### src/rtl/input_debounce_pkg.sv
`default_nettype none
// ============================================================================
// Module      : step_input_pkg
// Description : Shared constants and helpers for the STEP input debouncer.
// Revision    : 1.0 - initial release
// ============================================================================
package step_input_pkg;

  // Default number of consecutive stable samples needed to accept a change.
  localparam int DEBOUNCE_DEFAULT = 4;

  // Width of a counter that must hold values 0 .. n-1; never narrower than 1.
  function automatic int cnt_width(input int n);
    int w;
    w = $clog2(n);
    if (w < 1) begin
      w = 1;
    end
    return w;
  endfunction

endpackage : step_input_pkg
`default_nettype wire

### src/rtl/input_debounce_if.sv
`default_nettype none
// ============================================================================
// Module      : input_debounce_if
// Description : Pin-side input and debounced outputs of one input group.
//               The falling-edge event is called release_pulse because
//               "release" is a reserved word in SystemVerilog.
// Revision    : 1.0 - initial release
// ============================================================================
interface input_debounce_if #(
  parameter int WIDTH = 4
);
  logic [WIDTH-1:0] raw_in;
  logic [WIDTH-1:0] level;
  logic [WIDTH-1:0] press;
  logic [WIDTH-1:0] release_pulse;
  logic             any_press;

  // Board/stimulus side: drives the pins, observes the conditioned state.
  modport master (
    output raw_in,
    input  level,
    input  press,
    input  release_pulse,
    input  any_press
  );

  // Debouncer side: consumes the pins, produces the conditioned state.
  modport slave (
    input  raw_in,
    output level,
    output press,
    output release_pulse,
    output any_press
  );
endinterface : input_debounce_if
`default_nettype wire

### src/rtl/input_debounce_chan.sv
`default_nettype none
// ============================================================================
// Module      : debounce_chan
// Description : One debounce channel: 2-flop synchronizer, polarity
//               normalisation, stability counter, accepted level and
//               single-cycle press/release pulses.
// Revision    : 1.0 - initial release
// ============================================================================
module debounce_chan
  import step_input_pkg::*;
#(
  parameter int DEBOUNCE_CYCLES = DEBOUNCE_DEFAULT,
  parameter bit ACTIVE_LOW      = 1'b1
) (
  input  wire logic clk,
  input  wire logic rst,
  input  wire logic raw_in,
  output logic      level,
  output logic      press,
  output logic      release_pulse
);

  localparam int                 c_CNT_W   = cnt_width(DEBOUNCE_CYCLES);
  localparam logic [c_CNT_W-1:0] c_CNT_MAX = c_CNT_W'(DEBOUNCE_CYCLES - 1);
  localparam logic [c_CNT_W-1:0] c_CNT_ONE = c_CNT_W'(1);

  logic               r_sync1;
  logic               r_sync2;
  logic               w_s;
  logic [c_CNT_W-1:0] r_cnt;
  logic               r_level;
  logic               r_press;
  logic               r_release;

  // Bring the asynchronous pin into the clock domain; reset to the idle pin value.
  always_ff @(posedge clk or posedge rst) begin
    if (rst) begin
      r_sync1 <= ACTIVE_LOW;
      r_sync2 <= ACTIVE_LOW;
    end else begin
      r_sync1 <= raw_in;
      r_sync2 <= r_sync1;
    end
  end

  // After normalisation, 1 always means pressed/on regardless of pin polarity.
  assign w_s = r_sync2 ^ ACTIVE_LOW;

  // Accept a new level only after DEBOUNCE_CYCLES consecutive differing samples.
  always_ff @(posedge clk or posedge rst) begin
    if (rst) begin
      r_cnt     <= '0;
      r_level   <= 1'b0;
      r_press   <= 1'b0;
      r_release <= 1'b0;
    end else begin
      r_press   <= 1'b0;
      r_release <= 1'b0;
      if (w_s == r_level) begin
        r_cnt <= '0;
      end else if (r_cnt == c_CNT_MAX) begin
        r_level   <= w_s;
        r_cnt     <= '0;
        r_press   <= w_s;
        r_release <= ~w_s;
      end else begin
        r_cnt <= r_cnt + c_CNT_ONE;
      end
    end
  end

  assign level         = r_level;
  assign press         = r_press;
  assign release_pulse = r_release;

endmodule : debounce_chan
`default_nettype wire

### src/rtl/input_debounce.sv
`default_nettype none
// ============================================================================
// Module      : input_debounce
// Description : Debounces a group of WIDTH independent active-low (or
//               active-high) board inputs into clean levels and one-cycle
//               press/release events, plus a group-wide press indicator.
// Revision    : 1.0 - initial release
// ============================================================================
module input_debounce
  import step_input_pkg::*;
#(
  parameter int WIDTH           = 4,
  parameter int DEBOUNCE_CYCLES = DEBOUNCE_DEFAULT,
  parameter bit ACTIVE_LOW      = 1'b1
) (
  input wire logic        clk,
  input wire logic        rst,
  input_debounce_if.slave bus
);

  logic [WIDTH-1:0] w_level;
  logic [WIDTH-1:0] w_press;
  logic [WIDTH-1:0] w_release;

  // A one-sample filter cannot reject anything; refuse to build it.
  if (DEBOUNCE_CYCLES < 2) begin : g_param_check
    $error("input_debounce: DEBOUNCE_CYCLES must be >= 2");
  end

  // One fully independent filter per input channel.
  for (genvar i = 0; i < WIDTH; i++) begin : g_chan
    debounce_chan #(
      .DEBOUNCE_CYCLES (DEBOUNCE_CYCLES),
      .ACTIVE_LOW      (ACTIVE_LOW)
    ) u_chan (
      .clk           (clk),
      .rst           (rst),
      .raw_in        (bus.raw_in[i]),
      .level         (w_level[i]),
      .press         (w_press[i]),
      .release_pulse (w_release[i])
    );
  end

  assign bus.level         = w_level;
  assign bus.press         = w_press;
  assign bus.release_pulse = w_release;
  // press bits are already registered, so the OR lines up with them without a flop.
  assign bus.any_press     = |w_press;

endmodule : input_debounce
`default_nettype wire

### src/flat_wrapper.sv
// flat-port wrapper written by rule: the top's interface ports become plain ports
module input_debounce_flat import step_input_pkg::*;
#(
  parameter int WIDTH           = 4,
  parameter int DEBOUNCE_CYCLES = DEBOUNCE_DEFAULT,
  parameter bit ACTIVE_LOW      = 1'b1
)
  (clk, rst, bus_raw_in, bus_level, bus_press, bus_release_pulse, bus_any_press);
  input_debounce_if #(.WIDTH(WIDTH)) bus_i ();
  input wire logic clk;
  input wire logic rst;
  input wire logic [$bits(bus_i.raw_in)-1:0] bus_raw_in;
  output wire logic [$bits(bus_i.level)-1:0] bus_level;
  output wire logic [$bits(bus_i.press)-1:0] bus_press;
  output wire logic [$bits(bus_i.release_pulse)-1:0] bus_release_pulse;
  output wire logic [$bits(bus_i.any_press)-1:0] bus_any_press;
  assign bus_i.raw_in = bus_raw_in;
  assign bus_level = bus_i.level;
  assign bus_press = bus_i.press;
  assign bus_release_pulse = bus_i.release_pulse;
  assign bus_any_press = bus_i.any_press;
  input_debounce #(.WIDTH(WIDTH), .DEBOUNCE_CYCLES(DEBOUNCE_CYCLES), .ACTIVE_LOW(ACTIVE_LOW)) u_core (.clk(clk), .rst(rst), .bus(bus_i));
endmodule
### config.mk
export PLATFORM = sky130hd
export DESIGN_NAME = input_debounce_flat
export DESIGN_NICKNAME = d
export VERILOG_FILES = /design/src/rtl/input_debounce_pkg.sv /design/src/rtl/input_debounce_if.sv /design/src/rtl/input_debounce_chan.sv /design/src/rtl/input_debounce.sv /design/src/flat_wrapper.sv
export SDC_FILE = /design/constraint.sdc
export NUM_CORES = 1
export LEC_CHECK = 0
export BUFFER_PORTS_ARGS = -buffer_cell sky130_fd_sc_hd__buf_2
export CORE_ASPECT_RATIO = 1.25
export CORE_MARGIN = 3
export CORE_UTILIZATION = 50
export CTS_CLUSTER_SIZE = 10
export DETAILED_ROUTE_END_ITERATION = 8
export PLACE_DENSITY = 0.78
export SLEW_MARGIN = 20
export SYNTH_ARGS = -nofsm -noshare
export SYNTH_HDL_FRONTEND = slang
export SYNTH_HIERARCHICAL = 1
export SYNTH_SLANG_ARGS = --single-unit
### constraint.sdc
create_clock -name clk -period 2.3 [get_ports clk]
set_input_delay 0.46 -clock clk [delete_from_list [all_inputs] [get_ports clk]]
set_output_delay 0.46 -clock clk [all_outputs]
set_load 0.01 [all_outputs]
# Word-level counts from Yosys, hierarchy flattened
# Cells that the tools add are included.
[totals]
register_bits = 28
output_inout_bits = 13
[op_classes]
reduce_logical = 5
bitwise_logic = 8
n_addsub = 4
mux = 24
eq_ne = 8
[op_table]
columns = ["operator", "count"]
rows = [
  ["$mux W1", 16],
  ["$mux W2", 8],
  ["$add A2 B1 Y2 const B", 4],
  ["$eq A2 B2 Y1 const B", 4],
  ["$not A1 Y1", 8],
  ["$reduce_and A2 Y1", 4],
  ["$eq A1 B1 Y1", 4],
  ["$reduce_or A4 Y1", 1],
]

# Longest topological paths before layout
# Gate-level depths: netlist (run 1).
[depth]
depth_word = 4
mapped_depth = 3

# By module
# Netlist (run 1), hierarchy kept.
[modules_own_cells]
columns = ["mod", "cells_each", "area_each_um2", "seq_area_each_um2", "n_inst"]
rows = [
  ["debounce_chan", 17, 244.0, 177.7, 4],
  ["input_debounce", 1, 7.5, 0.0, 1],
]

# Worst setup path before layout (run 1)
# Ideal clock, no wire load.
[synth_timing]
path_kind = "flip-flop to output port"
start = "register u_core.g_chan[1].u_chan.r_press"
end = "output port bus_any_press"
path_buffers = 0
setup_slack_ns = 0.872
t_required_ns = 1.840
path_stages_with_launch = 2
t_arrival_ns = 0.968
path_cell_list = "dfrtp_1 -> or4_1"
[synth_between]
elab_chain_cells = 1
[synth_rtl]
columns = ["element", "line_no", "text"]
rows = [
  ["from (decl)", "input_debounce_chan.sv:32", "logic r_press;"],
  ["from (signal assigned)", "input_debounce_chan.sv:64", "r_press <= w_s;"],
  ["$reduce_or A4 Y1", "input_debounce.sv:49", "assign bus.any_press = |w_press;"],
  ["to (decl)", "flat_wrapper.sv:16", "output wire logic [$bits(bus_i.any_press)-1:0] bus_any_press;"],
]
# No other way between the ends.

# Worst setup path after layout (run 1)
# Ends and elaborated chain as after synthesis.

==> results of run 1 <==
## path summary, 6_finish.rpt
path	from	endpoint	slack [ns]	cells past startpoint
max	u_core/g_chan[1].u_chan/press	bus_any_press	0.47	2
max in group asynchronous	rst	u_core/g_chan[0].u_chan/r_sync1	1.96	2
min	rst	u_core/g_chan[3].u_chan/press	0.06	2
max reg2reg	u_core/g_chan[3].u_chan/r_cnt[0]	u_core/g_chan[3].u_chan/release_pulse	1.31	2
min reg2reg	u_core/g_chan[3].u_chan/r_sync1	u_core/g_chan[3].u_chan/r_sync2	0.36	0
min in group clk	bus_raw_in[0]	u_core/g_chan[0].u_chan/r_sync1	0.21	1
## cell type report
type	instances	area [sq um]	area share, %
clock buffer	4	36.3	3.20
multi-input combinational	29	228	20.1
inverter	12	45.0	3.97
sequential	28	711	62.7
tap	19	23.8	2.10
timing repair buffer	18	90.1	7.95
## power by group
part           leakage (nW)  internal, mW  switching (mW)
Clock                0.0210        0.0969           0.135
Combinational         0.254         0.134           0.159
Sequential            0.347         0.605          0.0829
## flip-flops by register name, indices dropped and copies added (netlist names)
name / flops
u_core/g_chan.u_chan/r_cnt: 8
u_core/g_chan.u_chan/level: 4
u_core/g_chan.u_chan/press: 4
u_core/g_chan.u_chan/r_sync1: 4
u_core/g_chan.u_chan/r_sync2: 4
u_core/g_chan.u_chan/release_pulse: 4
## worst max-delay path, stage by stage, from the launching register on
cell and delay, ns:
dfrtp_1 0.39, or4_1 0.51, buf_2 0.15
## routing by layer
metal | up-vias | part of all wire (%) | global-route usage, %
met4 | 0 | 2.5 | 11.3
met1 | 283 | 40 | 14.6
li1 | 263 | - | -
met3 | 4 | 6.7 | 3.88
met5 | - | 0 | 0
met2 | 18 | 50 | 22.4
## stage by stage
step	worst slack [ns]	hold WS, ns	instance area [sq um]
floorplan	0.872	0.262	983
global placement	0.854	0.346	1100
detailed placement	0.821	0.348	1100
CTS	0.433	0.0569	1130
global route	0.396	0.0673	1130
finish	0.468	0.0603	1130
## cell families (layout without fill, tap and decap cells)
family,count (synthesis),in the layout,share of synthesized area (%)
flip-flops,28,28,72.3
AND/OR/NAND/NOR,17,17,10.4
buffers and inverters,12,34,4.58
adder cells (fa/ha/maj),4,4,5.09
XOR/XNOR,4,4,3.56
multiplexers,4,4,4.07
## synth_stat cells
cell type / n / share of area [%]
dfstp_2: 8 / 21
xor2_1: 4 / 3.6
nor2_1: 4 / 1.5
nor3_1: 4 / 2.0
ha_1: 4 / 5.1
or4_1: 1 / 0.76
dfrtp_1: 20 / 51
inv_1: 12 / 4.6
nor3b_1: 4 / 3.1
and3_2: 4 / 3.1
mux2i_1: 4 / 4.1
==> impl_table.tex, run 1 <==
\begin{tabular}{lr}
\hline
Metric & Value \\
\hline
\multicolumn{2}{l}{\textbf{Routing}} \\
Vias & 568 \\
Routed wire length & 1450 um \\
Drc violations & 0 \\
Via density & 5.16 \\
First-pass iteration count of the detailed router & 4 \\
Mean routed wirelength per cell & 13.2 um \\
Antenna Nets Post-Route & 0 \\
Initial DRC count & 5 \\
\multicolumn{2}{l}{\textbf{Synth}} \\
Avg Cell Area, Syn & 14.3 sq um \\
Number of different library cells in the post-synthesis netlist & 11 \\
Post-synthesis instance area & 983 sq um \\
Post-Synthesis Cells & 69 \\
Register area share after synthesis & 72.3\% \\
Post-Synthesis Net Count & 79 \\
Post-synthesis sequential element count & 28 \\
Yosys synthesis warning count & 6 \\
\multicolumn{2}{l}{\textbf{Placement}} \\
Global placement routability congestion & 0.751 \\
Placed instance count & 106 \\
Half-perimeter wire length of the detailed placement result & 1130 um \\
Count of buffers inserted at the top-level ports & 18 \\
\multicolumn{2}{l}{\textbf{Floorplan}} \\
Floorplan row count & 17 \\
Starting Density & 54.4\% \\
Die ar. & 2540 sq um \\
Vert. Die Dim & 55.6 um \\
Placeable core region & 1810 sq um \\
Io pins & 19 \\
Die X & 45.7 um \\
\multicolumn{2}{l}{\textbf{Worst setup path}} \\
Crit end category & output port \\
Maximum fanout count along the critical path & 2 \\
Startpoint class of the critical path & flip-flop \\
Critical path data required time & 1.84 ns \\
Kind of critical path & reg -> out \\
Crit path DAT & 1.37 ns \\
\multicolumn{2}{l}{\textbf{Power and ir drop}} \\
Static leakage & 0.621 nW \\
Peak supply drop & 566 uV \\
Power density cells & 1070 nW/um\^{}2 \\
Total chip power & 1.21 mW \\
\multicolumn{2}{l}{\textbf{Final layout}} \\
P\&R area growth vs syn & 15.3\% \\
Layout cell share with drive strength beyond 1 & 37.4\% \\
Fillers & 129 \\
Final net count & 102 \\
Final cell utilization of the core & 62.7\% \\
Most common cell after layout, fill and taps aside & dfrtp\_1 \\
Post-route non-filler standard cell count & 110 \\
Number of diodes & 0 \\
Leading cell types in the layout, fill and taps excluded & dfrtp\_1 (20), buf\_2 (18), inv\_1 (12) \\
\multicolumn{2}{l}{\textbf{Timing}} \\
Final worst path period share & 79.6\% \\
Worst setup skew after layout & 0.00610 ns \\
Post-layout minimum cycle time & 1.83 ns \\
Final setup violation count & 0 \\
Number of pins exceeding their max-slew limit in the final report & 0 \\
Highest achievable clock rate & 546 MHz \\
Total Negative Setup Slacks & 0 ns \\
Number of hold violations in the final report & 0 \\
RSZ-0062 raised after global routing & no \\
Slew at the pin closest to its max-slew limit & 0.277 ns \\
Worst slew margin & 81.5\% \\
\multicolumn{2}{l}{\textbf{Global routing}} \\
Global-route wire length before repair & 2470 um \\
Overall track demand over capacity in global routing & 14.1\% \\
Global-route congestion overflow total & 0 \\
Number of global-route vias before repair & 586 \\
Antenna violations before repair & 0 \\
Largest net degree at the start of global routing & 16 \\
\multicolumn{2}{l}{\textbf{Clock network}} \\
Number of clock sinks & 28 \\
CTS H-tree lvls & 1 \\
Clock insertion delay at the later pin of the skew report & 0.32 ns \\
Root buffer cell & clkbuf\_4 \\
Post-CTS Setup Repair Bufs & 0 \\
Clock tree from TritonCTS & built \\
Total of hold buffers inserted after clock tree synthesis & 0 \\
CTS clock-pin slew for the worst setup and hold paths & 0.14 ns \\
CTS-repair resized insts & 0 \\
Clock buffers created by TritonCTS & 3 \\
Maximum count of clock buffers along a single path & 2 \\
\multicolumn{2}{l}{\textbf{Run}} \\
Number of max-cap violations & 0 \\
\multicolumn{2}{l}{\textbf{Hold path}} \\
Path class of the lowest-slack min-delay path & in -> async \\
\multicolumn{2}{l}{\textbf{Outcome}} \\
Status & complete, no violations \\
\hline
\end{tabular}
Power figures use the tool's default switching activity.
==> inputs of run 2 (changes only) <==
--- a/config.mk
+++ b/config.mk
@@ -5,6 +5,7 @@
 export SDC_FILE = /design/constraint.sdc
 export NUM_CORES = 1
 export LEC_CHECK = 0
+export ABC_AREA = 1
 export BUFFER_PORTS_ARGS = -buffer_cell sky130_fd_sc_hd__buf_2
 export CORE_ASPECT_RATIO = 1.25
 export CORE_MARGIN = 3
==> constraint.sdc (replaced) <==
create_clock -name clk -period 1.9 [get_ports clk]
set_input_delay 0.38 -clock clk [delete_from_list [all_inputs] [get_ports clk]]
set_output_delay 0.38 -clock clk [all_outputs]
set_load 0.01 [all_outputs]
==> impl_table.tex, run 2 <==
\begin{tabular}{lr}
\hline
Metric & Value \\
\hline
\multicolumn{2}{l}{\textbf{Outcome}} \\
Status & complete, no violations \\
\multicolumn{2}{l}{\textbf{Synth}} \\
Most frequent cell after synthesis & inv\_1 \\
Register area share after synthesis & 69.5\% \\
Post-synthesis share of cell area spent on xor and xnor gates & 0\% \\
Post-synthesis sequential element count & 28 \\
Post-synthesis instance area & 1020 sq um \\
Area contributors post-synth & dfrtp\_1 (49\%), dfstp\_2 (21\%), inv\_1 (8.8\%) \\
Proportion of synthesized flip-flops having asynchronous set or reset & 100\% \\
Number of enable-type register cells in the synthesized netlist & 0 \\
Dominant register cell in the synthesized netlist & dfrtp\_1 \\
Proportion of synthesized area in mux cells & 0\% \\
Arithmetic-cell share of the synthesized area counting full adders, half adders and majority gates & 4.90\% \\
Number of different library cells in the post-synthesis netlist & 9 \\
Top cell type's share of synthesized area & 49.0\% \\
Share of synthesized cell area in and, or, nand and nor gates & 10.9\% \\
Post-Synthesis Cells & 95 \\
Combinational family with the most area after synthesis & simple AND/OR/NAND/NOR gates \\
Yosys synthesis warning count & 6 \\
Leading post-synthesis cells by instance count & inv\_1 (24), dfrtp\_1 (20), nand2\_1 (13) \\
Post-Synthesis Net Count & 105 \\
Avg Cell Area, Syn & 10.8 sq um \\
Compound-cell area share of the yosys netlist & 5.88\% \\
Cell type with the highest aggregate area in the netlist & dfrtp\_1 \\
\multicolumn{2}{l}{\textbf{Worst setup path}} \\
Startpoint class of the critical path & flip-flop \\
Max stage delay on crit path & 0.40 ns \\
Critical path data required time & 1.52 ns \\
Maximum fanout count along the critical path & 2 \\
Crit path DAT & 0.99 ns \\
CP max-delay cell & dfrtp\_1 \\
Reg2reg path depth & 4 \\
Cell-by-cell trace of the critical path & nor2\_1 > nand2\_1 > buf\_2 \\
Crit end category & output port \\
Kind of critical path & reg -> out \\
Reg-to-reg critical path startpoint & u\_core/g\_chan[0].u\_chan/r\_cnt[0] \\
Reg2reg setup slack & 0.93 ns \\
FF-to-FF End & u\_core/g\_chan[0].u\_chan/r\_cnt[0] \\
\multicolumn{2}{l}{\textbf{Timing}} \\
Worst slew margin & 82.4\% \\
Total Negative Setup Slacks & 0 ns \\
RSZ-0062 raised after global routing & no \\
Post-layout minimum cycle time & 1.37 ns \\
Number of pins exceeding their max-slew limit in the final report & 0 \\
Final setup margin & 0.529 ns \\
Final worst path period share & 72.2\% \\
Worst setup skew after layout & 0.00514 ns \\
Final setup violation count & 0 \\
Worst hold slack across all endpoints & 0.139 ns \\
Number of hold violations in the final report & 0 \\
Highest achievable clock rate & 729 MHz \\
Slew at the pin closest to its max-slew limit & 0.264 ns \\
\multicolumn{2}{l}{\textbf{Clock network}} \\
Maximum count of clock buffers along a single path & 2 \\
Post-CTS Setup Repair Bufs & 0 \\
CTS H-tree lvls & 1 \\
Clock tree from TritonCTS & built \\
Clock buffers created by TritonCTS & 3 \\
Root buffer cell & clkbuf\_4 \\
Number of clock sinks & 28 \\
Clock insertion delay at the later pin of the skew report & 0.32 ns \\
CTS clock-pin slew for the worst setup and hold paths & 0.13 ns \\
\multicolumn{2}{l}{\textbf{Power and ir drop}} \\
Static leakage & 0.660 nW \\
Sequential Power Share & 56.6\% \\
Clk network pwr share & 17.1\% \\
Peak supply drop & 645 uV \\
Pint & 0.946 mW \\
Power density cells & 1180 nW/um\^{}2 \\
Combinational fraction of design power & 26.3\% \\
Switching power total & 0.440 mW \\
Proportion of total power due to net switching & 31.8\% \\
Total chip power & 1.39 mW \\
\multicolumn{2}{l}{\textbf{Final layout}} \\
Register with the highest flop count & u\_core/g\_chan.u\_chan/r\_cnt \\
Final net count & 129 \\
Layout cell share with drive strength beyond 1 & 28.0\% \\
Fillers & 154 \\
P\&R area growth vs syn & 14.7\% \\
Flip-flop count of the largest register after layout & 8 \\
Most common cell after layout, fill and taps aside & inv\_1 \\
Register area & 711 sq um \\
Combined area of the multi-input logic cells & 221 sq um \\
Number of diodes & 0 \\
Leading cell types in the layout, fill and taps excluded & inv\_1 (24), dfrtp\_1 (20), buf\_2 (18) \\
\multicolumn{2}{l}{\textbf{Hold path}} \\
Destination of the worst hold path & u\_core/g\_chan[0].u\_chan/r\_sync1 \\
Worst hold path depth & 1 \\
Start point of the worst hold path & bus\_raw\_in[0] \\
Path class of the lowest-slack min-delay path & in -> reg \\
\multicolumn{2}{l}{\textbf{Routing}} \\
Vias & 665 \\
First-pass iteration count of the detailed router & 5 \\
Routed wire length & 1470 um \\
Initial DRC count & 21 \\
Mean routed wirelength per cell & 10.7 um \\
Drc violations & 0 \\
Via density & 4.85 \\
Antenna Nets Post-Route & 0 \\
\multicolumn{2}{l}{\textbf{Global routing}} \\
Global-route wire length before repair & 2470 um \\
Largest net degree at the start of global routing & 16 \\
Number of global-route vias before repair & 652 \\
Global-route congestion overflow total & 0 \\
Overall track demand over capacity in global routing & 13.3\% \\
Antenna violations before repair & 0 \\
\multicolumn{2}{l}{\textbf{Floorplan}} \\
Io pins & 19 \\
Placeable core region & 1850 sq um \\
Floorplan row count & 17 \\
Die ar. & 2630 sq um \\
Vert. Die Dim & 56.6 um \\
Starting Density & 55.2\% \\
Die X & 46.4 um \\
\multicolumn{2}{l}{\textbf{Run}} \\
Number of max-cap violations & 0 \\
\multicolumn{2}{l}{\textbf{Placement}} \\
Post-Place Setup Slack & 0.878 ns \\
Global placement routability congestion & 0.660 \\
Half-perimeter wire length of the detailed placement result & 1210 um \\
Count of buffers inserted at the top-level ports & 18 \\
\hline
\end{tabular}
-- run 2: cell count changes after synthesis, moves of 6 or more --
cell	previous run	this run
nand2_1	0	13
nor2_1	4	10
inv_1	12	24
a21oi_1	0	8
-- run 2: cell families (layout without fill, tap and decap cells) --
family                     count (synthesis)  in the layout
buffers and inverters                     24             47
DFF                                       28             28
AOI/OAI and AO/OA                         12             12
adders and majority gates                  4              4
and+or+nand+nor                           27             27
-- run 2: timing repair --
action,4_1_cts,5_1_grt
endpoints found under the hold margin,15,0
hold buffers,1,0
gates resized for setup,0,0
-- run 2: final cells by class --
class                      instances  share of cell area, %
clock buffer                       4                   2.24
inverter                          24                   7.68
multi-input combinational         43                   18.9
tap                               19                   2.03
timing repair buffer              19                   8.54
sequential                        28                   60.6
-- run 2: worst max path at each step --
stage / endpoint / start
2_1_floorplan: bus_any_press / u_core/g_chan[3].u_chan/press
3_3_place_gp: bus_any_press / u_core/g_chan[3].u_chan/press
3_5_place_dp: bus_any_press / u_core/g_chan[3].u_chan/press
4_1_cts: bus_any_press / u_core/g_chan[3].u_chan/press
5_1_grt: bus_any_press / u_core/g_chan[1].u_chan/press
6_report: bus_any_press / u_core/g_chan[3].u_chan/press
-- run 2: critical path, delay by kind of cell (launching register included) --
family / cells / cell delay [ns]
flip-flops: 1 / 0.40
AND/OR/NAND/NOR: 2 / 0.15
buffers and inverters: 1 / 0.13
-- run 2: metal layers --
| metal | vias to the layer above | global-route usage (%) | wire, um |
|---|---|---|---|
| met1 | 320 | 14.9 | 580 |
| li1 | 324 | - | - |
| met5 | - | 0 | 0 |
| met3 | 4 | 1.92 | 75 |
| met4 | 0 | 8.54 | 36 |
| met2 | 17 | 22.0 | 772 |
-- run 2: power by group through the flow --
stage | clock (mW) | sequential, mW | combinational [mW]
6_report | 0.237 | 0.784 | 0.365
5_1_grt | 0.270 | 0.801 | 0.429
4_1_cts | 0.249 | 0.787 | 0.372
3_5_place_dp | 0 | 0.799 | 0.369
3_3_place_gp | 0 | 0.789 | 0.349
2_1_floorplan | 0 | 0.811 | 0.231
-- run 2: per-stage QoR --
stage          std cells  utilization (%)  area (sq um)
6_report             137             63.4          1170
5_1_grt              137             63.4          1170
4_1_cts              137             63.4          1170
3_5_place_dp         132             61.4          1140
3_3_place_gp         132             61.4          1140
2_1_floorplan         95                -          1020
